<file path="config.mk">
export PLATFORM = sky130hd
export DESIGN_NAME = ram_loader
export DESIGN_NICKNAME = d
export VERILOG_FILES = /design/src/rtl/ram_loader.sv
export SDC_FILE = /design/constraint.sdc
export NUM_CORES = 1
export LEC_CHECK = 0
export CAP_MARGIN = 40
export CORE_MARGIN = 4
export CORE_UTILIZATION = 47
export DETAILED_ROUTE_END_ITERATION = 10
export GPL_ROUTABILITY_DRIVEN = 0
export PLACE_DENSITY_LB_ADDON = 0.05
export SLEW_MARGIN = 30
export SYNTH_ARGS = -nofsm -noshare
export SYNTH_HDL_FRONTEND = slang
export SYNTH_SLANG_ARGS = --single-unit
</file>
<file path="constraint.sdc">
create_clock -name i_CLOCK -period 3.7 [get_ports i_CLOCK]
set_input_delay 0.37 -clock i_CLOCK [delete_from_list [all_inputs] [get_ports i_CLOCK]]
set_output_delay 0.37 -clock i_CLOCK [all_outputs]
set_load 0.01 [all_outputs]
</file>
<file path="src/rtl/ram_loader.sv">
// Bus-master loader that fills program RAM from a byte stream while holding the CPU in clear.
// Sequences one MAR-in and one RAM-in bus cycle per accepted byte.
module ram_loader #(
  parameter int unsigned DATA_WIDTH = 8,
  parameter int unsigned RAM_LENGTH = 16,
  parameter int unsigned ADDR_WIDTH = 4
) (
  input  logic                  i_CLOCK,
  input  logic                  i_CLEAR,
  input  logic                  i_START,
  input  logic                  i_ABORT,
  input  logic [DATA_WIDTH-1:0] i_DATA,
  input  logic                  i_VALID,
  output logic                  o_READY,
  output logic [DATA_WIDTH-1:0] o_BUS,
  output logic                  o_BUS_DRIVE,
  output logic                  o_MAR_IN,
  output logic                  o_RAM_IN,
  output logic                  o_CPU_HOLD,
  output logic                  o_BUSY,
  output logic                  o_DONE,
  output logic [ADDR_WIDTH-1:0] o_ADDR
);

  localparam logic [2:0] IDLE      = 3'd0;
  localparam logic [2:0] WAIT_DATA = 3'd1;
  localparam logic [2:0] MAR_WRITE = 3'd2;
  localparam logic [2:0] RAM_WRITE = 3'd3;
  localparam logic [2:0] FINISH    = 3'd4;

  localparam logic [ADDR_WIDTH-1:0] LAST_ADDR = ADDR_WIDTH'(RAM_LENGTH - 1);

  logic [2:0]            state_q, state_d;
  logic [ADDR_WIDTH-1:0] addr_q, addr_d;
  logic [DATA_WIDTH-1:0] data_q, data_d;
  logic [DATA_WIDTH-1:0] addr_ext;

  always_comb begin
    state_d = state_q;
    addr_d  = addr_q;
    data_d  = data_q;
    // Abort beats every other transition, including byte capture.
    if (i_ABORT && (state_q != IDLE)) begin
      state_d = IDLE;
      addr_d  = '0;
    end else begin
      case (state_q)
        IDLE: begin
          if (i_START) begin
            state_d = WAIT_DATA;
            addr_d  = '0;
          end
        end
        WAIT_DATA: begin
          if (i_VALID) begin
            data_d  = i_DATA;
            state_d = MAR_WRITE;
          end
        end
        MAR_WRITE: state_d = RAM_WRITE;
        RAM_WRITE: begin
          // Counter parks on the last address instead of wrapping.
          if (addr_q == LAST_ADDR) begin
            state_d = FINISH;
          end else begin
            addr_d  = addr_q + ADDR_WIDTH'(1);
            state_d = WAIT_DATA;
          end
        end
        FINISH:  state_d = IDLE;
        default: begin
          state_d = IDLE;
          addr_d  = '0;
        end
      endcase
    end
  end

  always_ff @(posedge i_CLOCK or posedge i_CLEAR) begin
    if (i_CLEAR) begin
      state_q <= IDLE;
      addr_q  <= '0;
      data_q  <= '0;
    end else begin
      state_q <= state_d;
      addr_q  <= addr_d;
      data_q  <= data_d;
    end
  end

  always_comb begin
    addr_ext                   = '0;
    addr_ext[ADDR_WIDTH-1:0]   = addr_q;
  end

  // All strobes decode from registered state only, so a clear drops them immediately.
  always_comb begin
    o_READY     = 1'b0;
    o_BUS       = '0;
    o_BUS_DRIVE = 1'b0;
    o_MAR_IN    = 1'b0;
    o_RAM_IN    = 1'b0;
    o_CPU_HOLD  = 1'b0;
    o_BUSY      = 1'b0;
    o_DONE      = 1'b0;
    case (state_q)
      WAIT_DATA: begin
        o_READY    = 1'b1;
        o_CPU_HOLD = 1'b1;
        o_BUSY     = 1'b1;
      end
      MAR_WRITE: begin
        o_BUS       = addr_ext;
        o_BUS_DRIVE = 1'b1;
        o_MAR_IN    = 1'b1;
        o_CPU_HOLD  = 1'b1;
        o_BUSY      = 1'b1;
      end
      RAM_WRITE: begin
        o_BUS       = data_q;
        o_BUS_DRIVE = 1'b1;
        o_RAM_IN    = 1'b1;
        o_CPU_HOLD  = 1'b1;
        o_BUSY      = 1'b1;
      end
      FINISH: begin
        o_DONE     = 1'b1;
        o_CPU_HOLD = 1'b1;
        o_BUSY     = 1'b1;
      end
      default: ;
    endcase
  end

  assign o_ADDR = addr_q;

endmodule

</file>
# After elaboration in Yosys (flattened, before gate mapping)
# Index checks and enable logic that the tools add are counted.
# word_totals
regBits,15
inputBits,13
out_inout_bits,19
wordCells,39
# classes
addsub,1
eq_ne,9
muxes,16
bitwise,1
n_reduce_logical,9
# op_table
op,count
8-bit one-hot mux with 2 select lines,1
3-bit 2-to-1 mux,4
4-bit 2-to-1 mux,3
3-bit one-hot mux with 4 select lines,1
4-bit one-hot mux with 3 select lines,1
"3-bit != test, second input constant",3
"3-bit by 2-bit equality test with 1-bit output, second input constant",2
1-bit 2-to-1 mux,6
3-bit AND reduction,2
"4-bit by 1-bit adder with 4-bit output, second input constant",1
"4-bit equality test, second input constant",1
4-bit OR reduction,1
"3-bit by 1-bit equality test with 1-bit output, second input constant",1
"3-bit equality test, second input constant",1
3-bit zero test,1
3-bit nonzero test,1
3-bit OR reduction,1
"2-bit by 1-bit != test with 1-bit output, second input constant",1
2-bit AND reduction,1
2-bit OR reduction,1
1-bit logical AND,1
1-bit inverter,1

# Depth between registers and ports, before layout
# depth
depth_word,4
depth_mapped,5
ltp_nobuf,4

# Worst setup path after synthesis
# No wires, ideal clock.
# synth_timing
kind,register to output
from,register state_q[1]
to,output port o_BUS[4]
t_arrival_ps,1220
required_time_ps,3330
path_slack_ps,2110
path_stages_with_launch,5
n_path_buf,1
path_cell_list,dfrtp_1 -> buf_2 -> inv_1 -> nor3b_1 -> and2_1
# synth_between
elab_chain_len,2
word_cells_on_any_way,3
classes_between,eq/ne: 2; mux: 1
# synth_rtl
element,line,rtl
start: declaration,33,"logic [2:0] state_q, state_d;"
start signal: assignment,85,state_q <= state_d;
3-bit by 2-bit equality test with 1-bit output,106,case (state_q)
8-bit one-hot mux with 2 select lines (*),106,
end: declaration,15,"output logic [DATA_WIDTH-1:0] o_BUS,"
# Mark *: on every way between the ends. The rest lies on a longest branch, timed or not.

# Worst setup path in the final report
# layout_timing
from,register state_q[1]
to,output port o_BUS[6]
# The elaborated chain is that of the path after synthesis.

==> key figures <==
CTS
  • Count of clock tree sinks: 15
  • CTS buffer count: 3
  • Cts hold-fix bufs: 0
  • Root buffer cell: clkbuf_4
  • CTS resizes: 0
  • Reg clk slew, reported paths: 0.10 ns
  • Clock Latency Late Sink: 0.29 ns
  • H-tree lvl count: 1
  • Clock Tree Buf Depth: 2
  • CTS tree: built
  • Post-CTS Repair Setup Buffers: 0

Placed design
  • HPWL Detailed: 1520 um
  • Port Buf Inserts: 31
  • Post-Place Worst Slack: 1.40 ns

Route
  • Routed WL per cell: 14.3 um
  • Via count: 797
  • Via density: 5.53
  • Antenna-violating nets left: 0
  • DRT iter0 DRCs: 16
  • Router iterations before antenna repair: 4
  • DRT Wirelength: 2060 um
  • # DRC: 0

Setup path
  • Crit path buf inv count: 2
  • Reg2reg path depth: 3
  • Worst Setup SP: state_q[1]$_DFFE_PP0P_
  • Largest stage delay, worst path: 0.66 ns
  • CP delay by family, top: buffers and inverters
  • Critical path cell sequence: inv_1 -> nor3b_1 -> and2_1 -> clkdlybuf4s50_1
  • FF-to-FF setup slack: 1.81 ns
  • Reg-to-reg startpoint: state_q[0]$_DFFE_PP0P_
  • Reg-to-Reg End: data_q[1]$_DFFE_PP0P_
  • CP Launch Type: register
  • CP Capture Type: output port
  • WP data arrival: 2.25 ns
  • Critical path's slowest cell: dfrtp_1
  • CP max FO: 17
  • Crit path kind: register to output port
  • Critical Path RT: 3.33 ns

Yosys
  • Post-synth EDFFs: 0
  • Synth Register Bits: 15
  • Xor and xnor area share after synthesis: 0.00962
  • Synth cell count leaders: dfrtp_1, nor2_1, mux2_2
  • Syn. warnings: 0
  • Top-count cell post-synth: dfrtp_1
  • Area of the mapped netlist: 911 um^2
  • Main combinational cell family by area after synthesis: simple AND/OR/NAND/NOR gates
  • Yosys top cell by area: dfrtp_1
  • Async S/R FF share, synth: 1.00
  • Ys flop type: dfrtp_1
  • Cells after Synth: 90
  • Synth Area in Adders: 0.0137
  • Unique masters post-synth: 34
  • Register area share after synthesis: 0.412
  • Synth top area cells: dfrtp_1, mux2_2, mux2i_1
  • Synth Area per Inst: 10.1 um^2
  • Mux contribution to synthesized area: 0.165
  • Post-Syn Nets: 104
  • Post-Synth Simple-Gate Area: 0.217
  • Top-area cell type share of the netlist area: 0.412
  • Compound-cell area share of the yosys netlist: 0.110

Cells and area
  • Ratio of cells with drive above 1 in the final layout: 0.134
  • Fillers: 147
  • Ant. Diodes: 0
  • Area Overhead vs Synth: 35.3%
  • Final Net Count: 134

Timing
  • Unrepaired setup endpoints after global routing: false
  • Period utilisation layout: 0.707
  • Achievable frequency: 382 MHz
  • Clock skew: 0.00879 ns
  • Final Hold Fails: 0
  • Final setup fails: 0
  • Slew @ Worst Pin: 0.575 ns
  • Final Max Slew Viols: 0
  • Worst Slack Setup Final: 1.08 ns
  • Rel. slew slack: 0.616
  • Min cycle time layout: 2.62 ns
  • Post-route setup TNS: 0 ns

Power and ir drop
  • Power per cell area: 509 nW/um^2
  • Leakage: 0.493 nW
  • Peak VDD IR: 0.000304 V

Global routing
  • Gr ovfl total: 0
  • Tot GR Track Use: 0.173
  • Vias in the first global route: 754
  • First-pass GRT wire length: 3460 um
  • Largest net degree at the start of global routing: 18
  • Initial antenna violation count: 0

Die
  • Die ar.: 2710 um^2
  • Initial Utilization: 0.511
  • Row cnt: 15
  • Core ar.: 1780 um^2
  • Die height: 52.0 um
  • Chip width: 52.0 um
  • Ports: 32

Status
  • Status: finished, final reports clean

Worst hold path
  • Type of the tightest min-delay check: input port to asynchronous set/reset pin

Flow run
  • Max_cap viols: 0
==> layout make-up <==
class / count / area [um^2] / area share
Timing Repair Buffer: 31 / 310 / 0.252
Tap cell: 25 / 31.3 / 0.0254
Clock buffer: 3 / 22.5 / 0.0183
Clock inverter: 1 / 5.00 / 0.00406
Multi-Input combinational cell: 64 / 469 / 0.381
Sequential cell: 15 / 375 / 0.305
Inverter: 5 / 18.8 / 0.0152
==> where the power goes <==
part	internal (W)	total, W	switching (W)
Sequential	0.000216	0.000273	0.0000566
Combinational	0.000155	0.000256	0.000101
Clock	0.0000403	0.0000973	0.0000570
==> placed cells by master (no fill, tap or decap), drive strengths merged, types with 2 or more instances in the layout <==
cell,instances
clkdlybuf4s50,31
dfrtp,15
nor2,10
mux2,8
mux2i,6
inv,5
a21oi,5
nand2,5
and2,5
clkbuf,3
nor3b,3
nand3,2
a21boi,2
nand4,2
o211ai,2
==> worst max path at each step <==
stage	slack, ns	end	cells past startpoint
2_1_floorplan	2.11	o_BUS[4]	4
3_3_place_gp	1.47	o_BUS[6]	4
3_5_place_dp	1.40	o_BUS[6]	4
4_1_cts	1.07	o_BUS[6]	4
5_1_grt	0.86	o_BUS[7]	4
6_report	1.08	o_BUS[6]	4
==> layer usage <==
layer / GRT usage / part of all wire / up-vias
li1: - / - / 376
met1: 0.226 / 0.43 / 386
met2: 0.270 / 0.47 / 28
met3: 0.0315 / 0.070 / 7
met4: 0.0917 / 0.027 / 0
met5: 0 / 0 / -
==> kinds of logic (layout without fill, tap and decap cells) <==
logic type | Yosys count | in the layout
buf+inv | 11 | 40
xor+xnor | 1 | 1
flops | 15 | 15
simple gates | 34 | 34
compound gates | 14 | 14
mux | 14 | 14
fa+ha+maj | 1 | 1
==> worst reg2reg max path, cell delays in order, from the launching register on <==
cell and delay, ns:
dfrtp_1 0.67, nor3b_4 0.53, nand2_2 0.25, mux2_2 0.34
==> stage by stage <==
| step | hold slack [ns] | power (W) | utilization | std cells | cell area (um^2) |
|---|---|---|---|---|---|
| after CTS | 0.440 | 0.000633 | 0.691 | 144 | 1230 |
| final | 0.426 | 0.000627 | 0.691 | 144 | 1230 |
| after global routing | 0.473 | 0.000675 | 0.691 | 144 | 1230 |
| after floorplan | 0.271 | 0.000447 | - | 90 | 911 |
| after detailed placement | 0.491 | 0.000535 | 0.676 | 140 | 1200 |
| after global placement | 0.478 | 0.000523 | 0.676 | 140 | 1200 |
==> registers in the layout, summed over array words and instances (netlist names) <==
name and cells:
o_ADDR 4, data_q 8, state_q 3
(Power assumes the default switching activity.)
